**config.mk**
```make
export PLATFORM = sky130hd
export DESIGN_NAME = rice_stream_writer2
export DESIGN_NICKNAME = d
export VERILOG_FILES = /design/src/rtl/rice_pkg.sv /design/src/rtl/rice_fold.sv /design/src/rtl/rice_stream_writer2.sv
export SDC_FILE = /design/constraint.sdc
export NUM_CORES = 1
export LEC_CHECK = 0
export ABC_AREA = 1
export CORE_MARGIN = 10
export CORE_UTILIZATION = 45
export DETAILED_ROUTE_END_ITERATION = 7
export PLACE_DENSITY = 0.66
export SLEW_MARGIN = 10
export SYNTH_ARGS = -nofsm -noshare
export SYNTH_HDL_FRONTEND = slang
export SYNTH_SLANG_ARGS = --single-unit
```
**constraint.sdc**
```tcl
create_clock -name iClock -period 5.7 [get_ports iClock]
set_input_delay 1.14 -clock iClock [delete_from_list [all_inputs] [get_ports iClock]]
set_output_delay 1.14 -clock iClock [all_outputs]
set_load 0.02 [all_outputs]
```
**src/rtl/rice_pkg.sv**
```systemverilog
// ----------------------------------------------------------------------------
// rice_pkg
//   Shared definitions for the Rice stream writer:
//   - default residual / Rice parameter widths
//   - encoder FSM state encoding
//   - signed-to-unsigned fold (zig-zag) helper
// ----------------------------------------------------------------------------
package rice_pkg;

  localparam int DATA_W_DEF  = 16;
  localparam int PARAM_W_DEF = 4;

  typedef enum logic [1:0] {
    ST_IDLE  = 2'd0,
    ST_UNARY = 2'd1,
    ST_STOP  = 2'd2,
    ST_REM   = 2'd3
  } rice_state_e;

  // u = x>=0 ? 2x : -2x-1, written as (x<<1) ^ sign-mask. For negative x,
  // ~(2x) == -2x-1, so the most negative value maps to all-ones without
  // overflow. Works for any width up to 32 when the input is sign-extended.
  function automatic logic [31:0] rice_fold32(input logic signed [31:0] x);
    return {x[30:0], 1'b0} ^ {32{x[31]}};
  endfunction

endpackage

```
**src/rtl/rice_fold.sv**
```systemverilog
// ----------------------------------------------------------------------------
// rice_fold
//   Combinational signed-to-unsigned fold used when a residual is captured.
// Ports
//   x_i  in   DATA_W  signed residual (two's complement)
//   u_o  out  DATA_W  folded unsigned value
// ----------------------------------------------------------------------------
module rice_fold
  import rice_pkg::*;
#(
  parameter int DATA_W = DATA_W_DEF
) (
  input  logic signed [DATA_W-1:0] x_i,
  output logic        [DATA_W-1:0] u_o
);

  // Sign-extend to the helper width, keep only the DATA_W low bits; the
  // zig-zag result always fits in DATA_W bits.
  assign u_o = DATA_W'(rice_fold32(32'(x_i)));

endmodule

```
**src/rtl/rice_stream_writer2.sv**
```systemverilog
// ----------------------------------------------------------------------------
// rice_stream_writer2
//   Rice encoder and 2-bit-per-clock packer. Each signed residual is folded to
//   unsigned u, then emitted as q=u>>k zeros, a '1' stop bit and the low k bits
//   of u (MSB first). Symbols are packed back to back; an odd trailing bit is
//   held until the next symbol or a flush.
// Ports
//   iClock      in   1        clock, rising edge
//   iReset_n    in   1        asynchronous active-low reset
//   iValid      in   1        iResidual / iRiceParam valid
//   iResidual   in   DATA_W   signed residual
//   iRiceParam  in   PARAM_W  Rice parameter k (k < DATA_W)
//   oReady      out  1        pending register empty; accept on iValid&&oReady
//   iFlush      in   1        pad a held odd bit with '0' and emit it
//   oData       out  2        bit pair, [1] is the earlier stream bit
//   oValid      out  1        oData valid
//   oIdle       out  1        nothing active, pending or held
// ----------------------------------------------------------------------------
module rice_stream_writer2
  import rice_pkg::*;
#(
  parameter int DATA_W  = DATA_W_DEF,
  parameter int PARAM_W = PARAM_W_DEF
) (
  input  logic                      iClock,
  input  logic                      iReset_n,
  input  logic                      iValid,
  input  logic signed [DATA_W-1:0]  iResidual,
  input  logic        [PARAM_W-1:0] iRiceParam,
  output logic                      oReady,
  input  logic                      iFlush,
  output logic        [1:0]         oData,
  output logic                      oValid,
  output logic                      oIdle
);

  // Snapshot of the encoder as it walks through the bit slots of one cycle.
  typedef struct packed {
    rice_state_e        st;    // active symbol state
    logic [DATA_W-1:0]  qc;    // remaining unary zeros
    logic [PARAM_W-1:0] rc;    // remaining remainder bits
    logic [DATA_W-1:0]  sr;    // remainder bits, MSB-aligned
    logic               pv;    // pending symbol still waiting
    logic [1:0]         n;     // stream bits collected this cycle (0..2)
    logic [1:0]         bits;  // collected bits, [1] first
  } step_t;

  // Active symbol
  rice_state_e        state_q, state_d;
  logic [DATA_W-1:0]  q_cnt_q, q_cnt_d;
  logic [PARAM_W-1:0] rem_cnt_q, rem_cnt_d;
  logic [DATA_W-1:0]  rem_sr_q, rem_sr_d;
  // Pending (input holding) register
  logic               pend_valid_q, pend_valid_d;
  logic [DATA_W-1:0]  pend_u_q, pend_u_d;
  logic [PARAM_W-1:0] pend_k_q, pend_k_d;
  // Odd-bit hold
  logic               hold_valid_q, hold_valid_d;
  logic               hold_bit_q, hold_bit_d;
  // Registered outputs
  logic [1:0]         data_q, data_d;
  logic               valid_q, valid_d;

  logic [DATA_W-1:0]  fold_u;
  rice_state_e        ld_st;
  logic [DATA_W-1:0]  ld_qc;
  logic [DATA_W-1:0]  ld_sr;
  logic               accept;
  logic               flush_ok;
  step_t              s0, s1, s2;

  rice_fold #(.DATA_W(DATA_W)) u_fold (
    .x_i (iResidual),
    .u_o (fold_u)
  );

  // Values the pending symbol takes when it becomes active. The remainder
  // is left-aligned so its MSB is always sr[DATA_W-1]; k=0 shifts it all out.
  assign ld_qc = pend_u_q >> pend_k_q;
  assign ld_st = (ld_qc == '0) ? ST_STOP : ST_UNARY;
  assign ld_sr = pend_u_q << (DATA_W - int'(pend_k_q));

  assign accept   = iValid && !pend_valid_q;
  assign flush_ok = iFlush && (state_q == ST_IDLE) && !pend_valid_q;

  // One bit slot: load pending if nothing is active, then emit one bit.
  function automatic step_t slot_step(
    input step_t              s,
    input rice_state_e        l_st,
    input logic [DATA_W-1:0]  l_qc,
    input logic [PARAM_W-1:0] l_rc,
    input logic [DATA_W-1:0]  l_sr
  );
    step_t r;
    logic  b;
    r = s;
    b = 1'b0;
    if (r.n != 2'd2) begin
      if (r.st == ST_IDLE && r.pv) begin
        r.st = l_st;
        r.qc = l_qc;
        r.rc = l_rc;
        r.sr = l_sr;
        r.pv = 1'b0;
      end
      if (r.st != ST_IDLE) begin
        case (r.st)
          ST_UNARY: begin
            b = 1'b0;
            if (r.qc == DATA_W'(1)) r.st = ST_STOP;
            r.qc = r.qc - DATA_W'(1);
          end
          ST_STOP: begin
            b = 1'b1;
            r.st = (r.rc == '0) ? ST_IDLE : ST_REM;
          end
          ST_REM: begin
            b = r.sr[DATA_W-1];
            r.sr = {r.sr[DATA_W-2:0], 1'b0};
            if (r.rc == PARAM_W'(1)) r.st = ST_IDLE;
            r.rc = r.rc - PARAM_W'(1);
          end
          default: b = 1'b0;
        endcase
        if (r.n == 2'd0) r.bits[1] = b;
        else             r.bits[0] = b;
        r.n = r.n + 2'd1;
      end
    end
    return r;
  endfunction

  always_comb begin
    // A held bit always occupies the first slot of the pair.
    s0.st   = state_q;
    s0.qc   = q_cnt_q;
    s0.rc   = rem_cnt_q;
    s0.sr   = rem_sr_q;
    s0.pv   = pend_valid_q;
    s0.n    = hold_valid_q ? 2'd1 : 2'd0;
    s0.bits = {hold_bit_q, 1'b0};
    s1 = slot_step(s0, ld_st, ld_qc, pend_k_q, ld_sr);
    s2 = slot_step(s1, ld_st, ld_qc, pend_k_q, ld_sr);

    state_d      = s2.st;
    q_cnt_d      = s2.qc;
    rem_cnt_d    = s2.rc;
    rem_sr_d     = s2.sr;
    pend_valid_d = s2.pv;
    pend_u_d     = pend_u_q;
    pend_k_d     = pend_k_q;
    hold_valid_d = 1'b0;
    hold_bit_d   = hold_bit_q;
    data_d       = data_q;
    valid_d      = 1'b0;

    if (s2.n == 2'd2) begin
      valid_d = 1'b1;
      data_d  = s2.bits;
    end else if (s2.n == 2'd1) begin
      if (flush_ok) begin
        // Nothing in flight, so the single bit is the old hold bit.
        valid_d = 1'b1;
        data_d  = {s2.bits[1], 1'b0};
      end else begin
        hold_valid_d = 1'b1;
        hold_bit_d   = s2.bits[1];
      end
    end

    // Accept only when pending is empty at cycle start, so it never
    // collides with a load from pending in the same cycle.
    if (accept) begin
      pend_valid_d = 1'b1;
      pend_u_d     = fold_u;
      pend_k_d     = iRiceParam;
    end
  end

  always_ff @(posedge iClock or negedge iReset_n) begin
    if (!iReset_n) begin
      state_q      <= ST_IDLE;
      q_cnt_q      <= '0;
      rem_cnt_q    <= '0;
      rem_sr_q     <= '0;
      pend_valid_q <= 1'b0;
      pend_u_q     <= '0;
      pend_k_q     <= '0;
      hold_valid_q <= 1'b0;
      hold_bit_q   <= 1'b0;
      data_q       <= 2'b00;
      valid_q      <= 1'b0;
    end else begin
      state_q      <= state_d;
      q_cnt_q      <= q_cnt_d;
      rem_cnt_q    <= rem_cnt_d;
      rem_sr_q     <= rem_sr_d;
      pend_valid_q <= pend_valid_d;
      pend_u_q     <= pend_u_d;
      pend_k_q     <= pend_k_d;
      hold_valid_q <= hold_valid_d;
      hold_bit_q   <= hold_bit_d;
      data_q       <= data_d;
      valid_q      <= valid_d;
    end
  end

  assign oReady = !pend_valid_q;
  assign oData  = data_q;
  assign oValid = valid_q;
  assign oIdle  = (state_q == ST_IDLE) && !pend_valid_q && !hold_valid_q;

endmodule
```
Yosys cells after proc, flatten, opt, wreduce, memory -nomap -nowiden

Cells that the tools add are included.

Word-level logic and storage cells: 99
Output and inout bits: 5
Bits in registers: 64
Input port bits: 24

Add/subtract/negate cells: 7
Bitwise gates (word level): 3
Muxes and demuxes: 40
Reduce and logical (&&, ||, !) cells: 22
Eq/ne operators: 14
Shift-type cells: 2

Operator list:

| kind                                                 | number |
|---|---|
| 2-to-1 mux 39 bit                                    | 4 |
| 2-to-1 mux 43 bit                                    | 2 |
| 2-to-1 mux 38 bit                                    | 2 |
| 2-to-1 mux 20 bit                                    | 2 |
| equality test 16 x 1 -> 1 bit, second input constant | 2 |
| 2-to-1 mux 16 bit                                    | 2 |
| left shift 16 x 32 -> 16 bit                         | 1 |
| subtractor 16 x 1 -> 16 bit, second input constant   | 2 |
| 2-to-1 mux 2 bit                                     | 10 |
| zero test 16 bit                                     | 1 |
| >> shifter 16 x 4 -> 16 bit                          | 1 |
| bitwise XOR 16 bit                                   | 1 |
| 2-to-1 mux 1 bit                                     | 12 |
| case mux 2 bit (3 select lines)                      | 2 |
| equality test 2 bit, second input constant           | 5 |
| equality test 4 x 1 -> 1 bit, second input constant  | 2 |
| zero test 2 bit                                      | 4 |
| zero test 4 bit                                      | 2 |
| 2-to-1 mux 4 bit                                     | 2 |
| nonzero test 2 bit                                   | 4 |
| subtractor 4 x 1 -> 4 bit, second input constant     | 2 |
| logical AND 1 bit                                    | 7 |
| equality test 2 x 1 -> 1 bit, second input constant  | 3 |
| subtractor 5 x 4 -> 6 bit, first input constant      | 1 |
| other kinds (9)                                      | 12 |

Logic depth before layout (Yosys ltp)

Depth in word-level cells: 22
Depth in mapped cells: 28
Mapped depth without buffers: 26

By module

A second synthesis with hierarchy kept.

Cell total of the unflattened synthesis: 1185
Area, all modules: 7151.9 um2

By module, submodules not included:

| module              | times used | area each (um2) | seq. area each (um2) | cells an instance |
|---|---|---|---|---|
| rice_stream_writer2 | 1          | 6864.1          | 1601.5               | 1120 |
| rice_fold           | 1          | 287.8           | 0.0                  | 65 |

Least setup slack after synthesis

OpenSTA, ideal clock, no wires.

Path kind: reg-to-reg
Start point: register state_q[1]
End point: register data_q[0], in the netlist oData[0]
Cell stages (with the launch flop): 22
Data required time: 5.634 ns
Setup slack: 2.123 ns
Data arrival time: 3.511 ns
Path buffers: 4
Cells stage by stage: dfrtp_1 nor2_1 inv_1 nor2_2 inv_1 buf_2 buf_2 o21ai_0 ha_1 and3_1 nand3_1 nand3_4 buf_6 buf_6 nand2_1 nor2_2 fa_1 o21ai_0 ha_1 a211oi_1 o21ai_0 nand2_1

Longest elaborated chain between the ends: 19

Ends and longest elaborated chain:

| item                                                                       | line                                                                               | text |
|---|---|---|
| start: declaration                                                         | rice_stream_writer2.sv:49                                                          | `rice_state_e state_q, state_d;` |
| start signal: assignment                                                   | rice_stream_writer2.sv:194                                                         | `state_q <= state_d;` |
| zero test 2 bit                                                            | rice_stream_writer2.sv:84, rice_stream_writer2.sv:99                               |  |
| logical AND 1 bit                                                          | rice_stream_writer2.sv:99                                                          | `if (r.st == ST_IDLE && r.pv) begin` |
| 2-to-1 mux 39 bit                                                          | rice_stream_writer2.sv:99                                                          |  |
| 2-to-1 mux 39 bit                                                          | rice_stream_writer2.sv:98                                                          | `if (r.n != 2'd2) begin` |
| equality test 16 x 1 -> 1 bit, or another cell as far along                | rice_stream_writer2.sv:110                                                         | `if (r.qc == DATA_W'(1)) r.st = ST_STOP;` |
| 2-to-1 mux 2 bit, on equally long branches                                 | rice_stream_writer2.sv:110, rice_stream_writer2.sv:115, rice_stream_writer2.sv:120 |  |
| case mux 2 bit (3 select lines)                                            | rice_stream_writer2.sv:107                                                         | `case (r.st)` |
| 2-to-1 mux 38 bit                                                          | rice_stream_writer2.sv:106                                                         | `if (r.st != ST_IDLE) begin` |
| [3 not listed]                                                             | -                                                                                  |  |
| 2-to-1 mux 39 bit                                                          | rice_stream_writer2.sv:99                                                          |  |
| 2-to-1 mux 39 bit                                                          | rice_stream_writer2.sv:98                                                          |  |
| equality test 2 bit / nonzero test 2 bit (equally long branches)           | rice_stream_writer2.sv:107, rice_stream_writer2.sv:106                             |  |
| case mux 1 bit (2 select lines) / 2-to-1 mux 4 bit (equally long branches) | rice_stream_writer2.sv:107, rice_stream_writer2.sv:106                             |  |
| 2-to-1 mux 1 bit / 2-to-1 mux 43 bit (equally long branches)               | rice_stream_writer2.sv:125, rice_stream_writer2.sv:98                              |  |
| 2-to-1 mux 4 bit, or another cell as far along                             | rice_stream_writer2.sv:106                                                         |  |
| 2-to-1 mux 43 bit / nonzero test 2 bit (equally long branches)             | -                                                                                  |  |
| 2-to-1 mux 2 bit / AND reduction 2 bit (equally long branches)             | -                                                                                  |  |
| end signal: assignment                                                     | rice_stream_writer2.sv:203                                                         | `data_q <= data_d;` |
| end: declaration                                                           | rice_stream_writer2.sv:61                                                          | `logic [1:0] data_q, data_d;` |

Parallel ways exist; a longest one is shown, timed or not. The select of a mux whose other input is x is not followed.
A chain may end at the register's enable or synchronous reset.

==> run metrics <==
CTS Root Cell clkbuf_16; status finished clean; worst hold path type reg2reg; TritonCTS clock tree done; required time of the critical path 5.93 ns; commonest non-fill, non-tap cell in the layout nand2_1; detailed-router iteration count before antenna repair 6; die area 20,110 um^2; Final Max Slew Viols 0; synthesized area 6675 um^2; dpl hpwl 15,100 um; DIE HEIGHT 141.8 um; Yosys cell types 45; Syn Nets 1,159; initial DRC count 856; Clock Sinks 64; syn avg cell area 5.955 um^2; largest net degree at the start of global routing 46; area grow syn2layout 9.128%; Setup-failing EPs final 0; DRC Markers 0; clk_skew 0.007475 ns; first-pass GRT wire length 33,360 um; Max Cap Viol 0; nets@finish 1,151; area leader, netlist dfrtp_1; Wirelength per Cell 15.67 um; Rows 44; final hold viol count 0; Worst Setup Path Type reg2reg; via density per instance 5.512; top cell type's share of synthesized area 23.99%; Fin Hold WS 0.5170 ns; antenna-violating nets left 0; Die W 141.8 um; vias 7,177; post-CTS setup buffers 0; Max-Slew Margin vs Limit 44.77%; Core Footprint 14,530 um^2; all-layer global routing usage 20.24%; cts hold-fix bufs 0; Critical Path End Type flop; Cells after Synth 1,121; Fin Setup TNS 0 ns; Tcrit/Tclk final 80.71%; RSZ-0062 raised after global routing no; H-Tree Depth 3; Synth warnings 0; post-layout min period 4.600 ns; clock buffer depth 2; Placer Congestion 0.9273; Starting Density 45.93%; Worst Setup Start Kind flop; Routed WL 20,400 um; Worst Path Arrival 4.83 ns; antenna violations before repair 0; top post-synthesis cells by area dfrtp_1 (24%), nand2_1 (22%), nand3_1 (9.2%); share of layout cells above drive strength 1 7.424%; Synth Register Bits 64; Worst-path clk slew 0.06 ns; sequential element share of the synthesized area 23.99%; # diodes 0; grt ovf 0; commonest non-fill, non-tap cells in the layout nand2_1 (391), o21ai_0 (123), nand3_1 (123); worst-path fanout max 45; io pins 29; vias in the first global route 6,372; Worst-Margin Slew 0.8258 ns; post_cts resized 0; fmax 217.4 MHz; TritonCTS buffer count 9; worst skew pair latency 0.35 ns; IO buf count 28
==> path summary, 6_finish.rpt <==
path | start | endpoint | slack (ns) | cells past startpoint
setup / recovery | pend_k_q[0]$_DFFE_PN0P_ | state_q[1]$_DFF_PN0_ | 1.10 | 23
hold / removal | oData[0]$_DFFE_PN0P_ | oData[0]$_DFFE_PN0P_ | 0.52 | 2
setup reg to reg | pend_k_q[0]$_DFFE_PN0P_ | state_q[1]$_DFF_PN0_ | 1.10 | 23
hold reg to reg | oData[0]$_DFFE_PN0P_ | oData[0]$_DFFE_PN0P_ | 0.52 | 2
max in group asynchronous | iReset_n | q_cnt_q[13]$_DFF_PN0_ | 3.93 | 2
min in group asynchronous | iReset_n | rem_sr_q[8]$_DFF_PN0_ | 0.78 | 1
==> Yosys cell counts, drive strengths merged <==
library cell,number
fa,1
a22oi,1
a21oi,18
o21ai,138
nand2,409
and3,1
clkbuf,23
mux2i,8
nor2,102
a32o,2
nand3,129
clkinv,1
inv,98
o31ai,1
xor2,7
nor3,1
nand4,25
mux2,1
a31oi,9
xnor2,17
dfrtp,64
and2,4
or2,7
o22a,3
a211oi,1
o21a,1
ha,13
buf,32
o211ai,4
==> layer usage <==
layer / vias to the layer above / GRT usage, % / part of all wire [%]
met5: - / 0 / 0
met4: 0 / 4.626 / 1.2
met3: 31 / 3.138 / 6.0
met2: 249 / 30.94 / 44
met1: 3265 / 29.11 / 49
li1: 3632 / - / -
==> cell type report <==
class / count / area (um^2)
clock buffer: 10 / 239.0
clock inverter: 6 / 92.59
fill: 1553 / 7249
inverter: 99 / 374.1
multi-input combinational: 903 / 4412
sequential: 64 / 1602
tap: 184 / 230.2
timing repair buffer: 36 / 335.3
==> state kept, by name (all words and copies together) (netlist names) <==
| register | cells |
|---|---|
| hold_bit_q | 1 |
| hold_valid_q | 1 |
| oData | 2 |
| oValid | 1 |
| pend_k_q | 4 |
| pend_u_q | 16 |
| pend_valid_q | 1 |
| q_cnt_q | 16 |
| rem_cnt_q | 4 |
| rem_sr_q | 16 |
| state_q | 2 |
==> worst max-delay path, cell delays in order (launching register included) <==
cell     delay [ns]
dfrtp_1        0.73
inv_4          0.27
nand2_1        0.18
nand2_1        0.13
nand2_1        0.11
nand2_1        0.06
nand3_1        0.17
nand2_1        0.07
inv_1          0.06
nand2_1        0.06
nor2_1         0.11
nand4_2        0.14
nand3_1        0.17
nand3_4        0.39
nand3_4        0.54
inv_1          0.35
o21ai_0        0.40
nand3_1        0.14
nand3_1        0.09
nand2_1        0.05
inv_1          0.07
nand2_1        0.05
nand2_1        0.05
nand2_1        0.05
==> cell families after synthesis <==
logic type,share of synthesized area [%]
xor+xnor,3.149
simple gates,44.52
fa+ha+maj,2.737
buf+inv,9.916
compound gates,14.32
flops,23.99
mux,1.368
==> stage by stage <==
step           area (um^2)  cells  util [%]  worst slack [ns]
4_1_cts               7284   1302     50.12             1.196
3_3_place_gp          6953   1286     47.84             1.310
6_report              7284   1302     50.12             1.100
5_1_grt               7284   1302     50.12            0.5176
3_5_place_dp          6953   1286     47.84             1.249
2_1_floorplan         6675   1121         -             2.123
Power is left out: the tool's default activity adds up to more than one toggle a clock period on the data nets, which glitch-free logic cannot reach.
